<file path="src/rtl/mem_arb_pkg.sv">
// Shared types and defaults for the CPU/DMA memory bus arbiter.
package mem_arb_pkg;

    localparam int ADDR_W_DEF = 16;
    localparam int DATA_W_DEF = 8;

    typedef enum logic [1:0] {
        D_IDLE,
        D_ISSUED,
        D_ACK
    } dma_state_t;

    typedef enum logic {
        OWN_CPU,
        OWN_DMA
    } bus_owner_t;

    // Starve counter width: enough to hold the limit itself, never below one bit.
    function automatic int starve_w(input int limit);
        return (limit < 1) ? 1 : $clog2(limit + 1);
    endfunction

endpackage

</file>
<file path="src/rtl/arb_starve_ctr.sv">
// Saturating up-counter with synchronous clear and a reached-limit flag.
// Counts consecutive CPU wins while a DMA request is waiting.
module arb_starve_ctr #(
    parameter int LIMIT = 4,
    parameter int W     = 3
) (
    input  logic         ph1,
    input  logic         resetb,
    input  logic         clr,
    input  logic         inc,
    output logic [W-1:0] count,
    output logic         at_limit
);

    localparam logic [W-1:0] LIM = W'(LIMIT);

    // Saturation means the count never passes LIM, so equality is the limit test;
    // with LIMIT=0 the count stays at zero and the flag is permanently set.
    assign at_limit = (count == LIM);

    // Clear wins over increment; hold once saturated.
    always_ff @(posedge ph1 or negedge resetb) begin
        if (!resetb) begin
            count <= '0;
        end else if (clr) begin
            count <= '0;
        end else if (inc && !at_limit) begin
            count <= count + 1'b1;
        end
    end

endmodule

</file>
<file path="src/rtl/mem_bus_arbiter.sv">
// Single-port memory arbiter between the CPU core and a DMA/debug requester.
// One access per cycle, fixed read latency of one cycle, read data routed back
// to whichever requester issued it. DMA progress is bounded by MAX_STARVE.
module mem_bus_arbiter
    import mem_arb_pkg::*;
#(
    parameter int ADDR_W     = ADDR_W_DEF,
    parameter int DATA_W     = DATA_W_DEF,
    parameter int MAX_STARVE = 4
) (
    input  logic              ph1,
    input  logic              resetb,
    input  logic              cpu_req,
    input  logic              cpu_we,
    input  logic [ADDR_W-1:0] cpu_addr,
    input  logic [DATA_W-1:0] cpu_wdata,
    output logic              cpu_ready,
    output logic              cpu_rvalid,
    output logic [DATA_W-1:0] cpu_rdata,
    input  logic              dma_req,
    input  logic              dma_we,
    input  logic [ADDR_W-1:0] dma_addr,
    input  logic [DATA_W-1:0] dma_wdata,
    output logic              dma_ack,
    output logic [DATA_W-1:0] dma_rdata,
    output logic              mem_en,
    output logic              mem_we,
    output logic [ADDR_W-1:0] mem_addr,
    output logic [DATA_W-1:0] mem_wdata,
    input  logic [DATA_W-1:0] mem_rdata,
    output logic              dma_owner
);

    localparam int SW = starve_w(MAX_STARVE);

    dma_state_t        dstate, dstate_nxt;
    logic              dma_cand, dma_grant, cpu_grant;
    logic              starve_lim;
    logic [SW-1:0]     starve;
    logic              rd_pend;
    bus_owner_t        own_q;
    logic [DATA_W-1:0] dma_rdata_q;

    // Per-cycle grant: DMA only when idle, and only if the CPU is quiet or has
    // used up its allowance of consecutive wins. Everything is forced low in reset.
    always_comb begin
        dma_cand  = resetb & dma_req & (dstate == D_IDLE);
        dma_grant = dma_cand & (!cpu_req | starve_lim);
        cpu_grant = resetb & cpu_req & !dma_grant;
    end

    assign cpu_ready = cpu_grant;

    // Bus mux: drive memory from whichever requester won; idle bus is all zero.
    always_comb begin
        mem_en    = dma_grant | cpu_grant;
        mem_we    = 1'b0;
        mem_addr  = '0;
        mem_wdata = '0;
        if (dma_grant) begin
            mem_we    = dma_we;
            mem_addr  = dma_addr;
            mem_wdata = dma_wdata;
        end else if (cpu_grant) begin
            mem_we    = cpu_we;
            mem_addr  = cpu_addr;
            mem_wdata = cpu_wdata;
        end
    end

    arb_starve_ctr #(
        .LIMIT (MAX_STARVE),
        .W     (SW)
    ) u_starve (
        .ph1      (ph1),
        .resetb   (resetb),
        .clr      (dma_grant | !dma_cand),
        .inc      (dma_cand & cpu_grant),
        .count    (starve),
        .at_limit (starve_lim)
    );

    // DMA state register.
    always_ff @(posedge ph1 or negedge resetb) begin
        if (!resetb) dstate <= D_IDLE;
        else         dstate <= dstate_nxt;
    end

    // DMA sequencing: issue once, wait out the read latency, ack, then re-arm.
    always_comb begin
        dstate_nxt = dstate;
        case (dstate)
            D_IDLE:   if (dma_grant) dstate_nxt = D_ISSUED;
            D_ISSUED: dstate_nxt = D_ACK;
            D_ACK:    dstate_nxt = D_IDLE;
            default:  dstate_nxt = D_IDLE;
        endcase
    end

    // Remember who issued this cycle's access and whether it was a read, so the
    // returning data next cycle can be steered to its owner.
    always_ff @(posedge ph1 or negedge resetb) begin
        if (!resetb) begin
            rd_pend <= 1'b0;
            own_q   <= OWN_CPU;
        end else begin
            rd_pend <= mem_en & !mem_we;
            own_q   <= dma_grant ? OWN_DMA : OWN_CPU;
        end
    end

    // Capture DMA read data while it is on the bus so it is stable during the ack.
    always_ff @(posedge ph1 or negedge resetb) begin
        if (!resetb) begin
            dma_rdata_q <= '0;
        end else if (dstate == D_ISSUED && rd_pend && own_q == OWN_DMA) begin
            dma_rdata_q <= mem_rdata;
        end
    end

    assign dma_owner  = (own_q == OWN_DMA);
    assign dma_ack    = (dstate == D_ACK);
    assign dma_rdata  = dma_rdata_q;
    assign cpu_rvalid = rd_pend & (own_q == OWN_CPU);
    // CPU read data flows straight from memory; no extra latency on the CPU path.
    assign cpu_rdata  = resetb ? mem_rdata : '0;

    // The DMA requester must hold its request until it has seen the ack.
    a_dma_req_held: assert property (
        @(posedge ph1) disable iff (!resetb) (dstate != D_IDLE) |-> dma_req
    ) else $error("dma_req dropped before dma_ack");

endmodule

</file>
<file path="config.mk">
export PLATFORM = sky130hd
export DESIGN_NAME = mem_bus_arbiter
export DESIGN_NICKNAME = d
export VERILOG_FILES = /design/src/rtl/mem_arb_pkg.sv /design/src/rtl/arb_starve_ctr.sv /design/src/rtl/mem_bus_arbiter.sv
export SDC_FILE = /design/constraint.sdc
export NUM_CORES = 1
export LEC_CHECK = 0
export ABC_AREA = 1
export BUFFER_PORTS_ARGS = -buffer_cell sky130_fd_sc_hd__buf_2
export CAP_MARGIN = 20
export CORE_MARGIN = 4
export CORE_UTILIZATION = 37
export DETAILED_ROUTE_END_ITERATION = 8
export GPL_TIMING_DRIVEN = 0
export PLACE_DENSITY_LB_ADDON = 0.3
export SKIP_CTS_REPAIR_TIMING = 1
export SLEW_MARGIN = 20
export SYNTH_ARGS = -nofsm -noshare
export SYNTH_HDL_FRONTEND = slang
export SYNTH_SLANG_ARGS = --single-unit
</file>
<file path="constraint.sdc">
create_clock -name ph1 -period 1.7 [get_ports ph1]
set_input_delay 0.255 -clock ph1 [delete_from_list [all_inputs] [get_ports ph1]]
set_output_delay 0.255 -clock ph1 [all_outputs]
set_load 0.02 [all_outputs]
</file>
==> summary.txt <==
Synthesis
  • Synth top area share: 31.9%
  • Yosys warning total: 0
  • Post-synth top area cell: dfrtp_1
  • Syn Nets: 234
  • Synth Instances: 170
  • Largest cells by area after synthesis: dfrtp_1, nand2_1, inv_1
  • Synth Register Bits: 15
  • Syn_area_per_cell: 6.92 sq um
  • Mapped cell area: 1180 sq um
  • Sequential share of the synthesized area: 31.9%
  • Cell variety after synth: 19

Critical path
  • Max incr delay on CP: 0.40 ns
  • Critical-path top delay cell: dfrtp_1
  • Worst R2R End: rd_pend$_DFF_PN0_
  • Reg2reg setup slack: 0.28 ns
  • CP startpoint: u_starve.count[0]$_DFFE_PN0P_
  • CP arrival: 1.71 ns
  • CP Cell Sequence: inv_1, ha_2, nand2_2, nand2_4, inv_4, nor2_8, clkbuf_16, nand2_2, nand2_2, buf_6
  • Reg-to-Reg Start: u_starve.count[0]$_DFFE_PN0P_
  • Crit path depth: 10
  • CP bufs+invs: 4
  • Req. time, crit path: 1.44 ns
  • CP endpoint: mem_addr[7]
  • Crit Path Class: flip-flop to primary output
  • Most used cell along the critical path: nand2_2
  • Worst setup SP type: flip-flop
  • R2R cell count: 10
  • Crit path max-delay family: simple AND/OR/NAND/NOR gates
  • Worst Setup End Kind: primary output
  • CP max FO: 5

Place
  • Pre-CTS setup slack: -0.131 ns
  • GPL Wtd Cong: 0.752
  • Port buffer count: 107
  • DP HPWL: 2700 um

Global route
  • All-layer global routing usage: 14.9%
  • Vias in the first global route: 1250
  • Largest net degree at the start of global routing: 17
  • Initial antenna violation count: 0
  • First-pass GRT wire length: 5050 um
  • GRT overflow: 0

STA
  • Tmin final: 1.97 ns
  • Relative slew slack: 55.8%
  • Skew final: 0.00902 ns
  • Final Hold Fails: 0
  • Actual slew at the worst max-slew pin: 0.661 ns
  • Final worst setup slack: -0.268 ns
  • Max Slew Vio Count: 0
  • Endpoints failing setup: 26
  • Max Clk Rate: 508 MHz
  • WHS: 0.203 ns
  • RSZ-0062 raised after global routing: true
  • Fin crit share: 116%

Layout
  • Antenna cells: 0
  • Filler Cells Inserted: 255
  • Reg area: 375 sq um
  • Layout cell share with drive strength beyond 1: 62.8%
  • Most common cell after layout, fill and taps aside: buf_2
  • Synthesis-to-finish area growth: 86.5%
  • Layout Nets: 353
  • Multi-input gate area: 747 sq um
  • Most frequent cells in the layout: buf_2, nand2_1, nand2_2

Routing
  • DRT iter0 DRCs: 26
  • Drt wl/cell: 12.1 um
  • Routed vias: 1421
  • DR DRC count: 0
  • Final wirelength: 4010 um
  • Vias per cell: 4.28
  • TritonRoute pass-1 iters: 4
  • Routed Antenna Nets: 0

Hold path
  • Hold crit path type: input pin to flip-flop

Outcome
  • Failing checks: setup timing
  • Status: finished with violations

Clock network
  • CTS Buf Count: 3
  • Sink Count: 15
  • Worst-Skew Late Latency: 0.29 ns
  • Clk buf depth: 2
  • TritonCTS clock tree: built
  • Clock root cell: clkbuf_4
  • H-tree Lvls: 1
  • Clock-pin slew on the worst setup and hold paths: 0.10 ns

Floorplanning
  • Die height: 64.4 um
  • Die width: 64.4 um
  • Die area: 4140 sq um
  • Core area: 3050 sq um
  • # rows: 20
  • Top Ports: 108
  • Initial core utilization: 38.5%

Power
  • Leakage: 1.33 nW
  • Total power draw: 0.00114 W
  • Pwr dens: 518 nW/um^2
  • Peak supply drop: 0.000327 V

Flow run
  • Max cap viols: 0
## cell type report
| class | count | share of cell area (%) |
|---|---|---|
| timing repair buffer | 114 | 35.7 |
| clock buffer | 3 | 1.03 |
| inverter | 27 | 5.31 |
| multi-input combinational | 122 | 34.1 |
| sequential | 15 | 17.1 |
| buffer | 6 | 3.99 |
| tap | 44 | 2.51 |
| clock inverter | 1 | 0.342 |
## per-layer routing
layer | wire (um) | GRT usage, % | share of wire [%] | vias to the layer above
met1 | 1420 | 15.9 | 35 | 628
met4 | 104 | 6.07 | 2.6 | 0
met2 | 2270 | 28.9 | 57 | 54
met5 | 0 | 0 | 0 | -
met3 | 218 | 1.93 | 5.4 | 10
li1 | - | - | - | 729
## power breakdown
part | switching, W | total [W] | leakage [nW] | internal [W]
registers | 0.0000180 | 0.000404 | 0.171 | 0.000386
logic | 0.000285 | 0.000518 | 1.15 | 0.000233
clock network | 0.000123 | 0.000213 | 0.0139 | 0.0000895
total | 0.000427 | 0.00114 | 1.33 | 0.000709
## logic make-up after synthesis
logic type | synth area share [%]
AOI/OAI and AO/OA | 5.96
xor gates and xnor gates | 0.745
adders and majority gates | 2.13
buffers and inverters | 16.1
DFF | 31.9
and+or+nand+nor | 43.2
## sequential cells by signal (all words and copies together) (netlist names)
register	flops
dma_rdata	8
dma_owner	1
dstate	2
rd_pend	1
u_starve.count	3
## worst min path at each step
stage	from	endpoint	slack, ns	cells past startpoint
after floorplan	resetb	dma_owner$_DFF_PN0_	-0.04	0
after global placement	resetb	dma_rdata[0]$_DFFE_PN0P_	0.18	1
after detailed placement	resetb	dma_rdata[0]$_DFFE_PN0P_	0.18	1
after CTS	resetb	dma_rdata[0]$_DFFE_PN0P_	-0.14	1
after global routing	mem_rdata[7]	dma_rdata[7]$_DFFE_PN0P_	0.21	3
final	mem_rdata[7]	dma_rdata[7]$_DFFE_PN0P_	0.20	3
## tightest hold or removal path: cells and delay by family
| kind | cells | cell delay (ns) |
|---|---|---|
| buffers and inverters | 2 | 0.16 |
| AOI/OAI and AO/OA | 1 | 0.05 |
## per-stage QoR
step,instances,utilization [%],area [sq um],setup TNS (ns)
global placement,321,57.9,1770,-2.10
CTS,325,58.9,1800,-6.82
detailed placement,321,57.9,1770,-2.25
floorplan,170,-,1180,0
finish,332,71.8,2190,-5.95
global route,332,71.8,2190,-8.28
## Yosys cell counts
| library cell | number |
|---|---|
| xnor2_1 | 1 |
| buf_6 | 4 |
| nand3_4 | 2 |
| buf_8 | 1 |
| ha_1 | 2 |
| nor2_1 | 7 |
| nand2_1 | 89 |
| nand2_4 | 2 |
| inv_2 | 1 |
| buf_12 | 1 |
| nand3_1 | 2 |
| inv_1 | 24 |
| dfrtp_1 | 15 |
| nor2_8 | 1 |
| nor2_4 | 2 |
| clkinv_4 | 1 |
| o21ai_2 | 8 |
| nand2_2 | 6 |
| inv_4 | 1 |
Power figures use the tool's default switching activity.
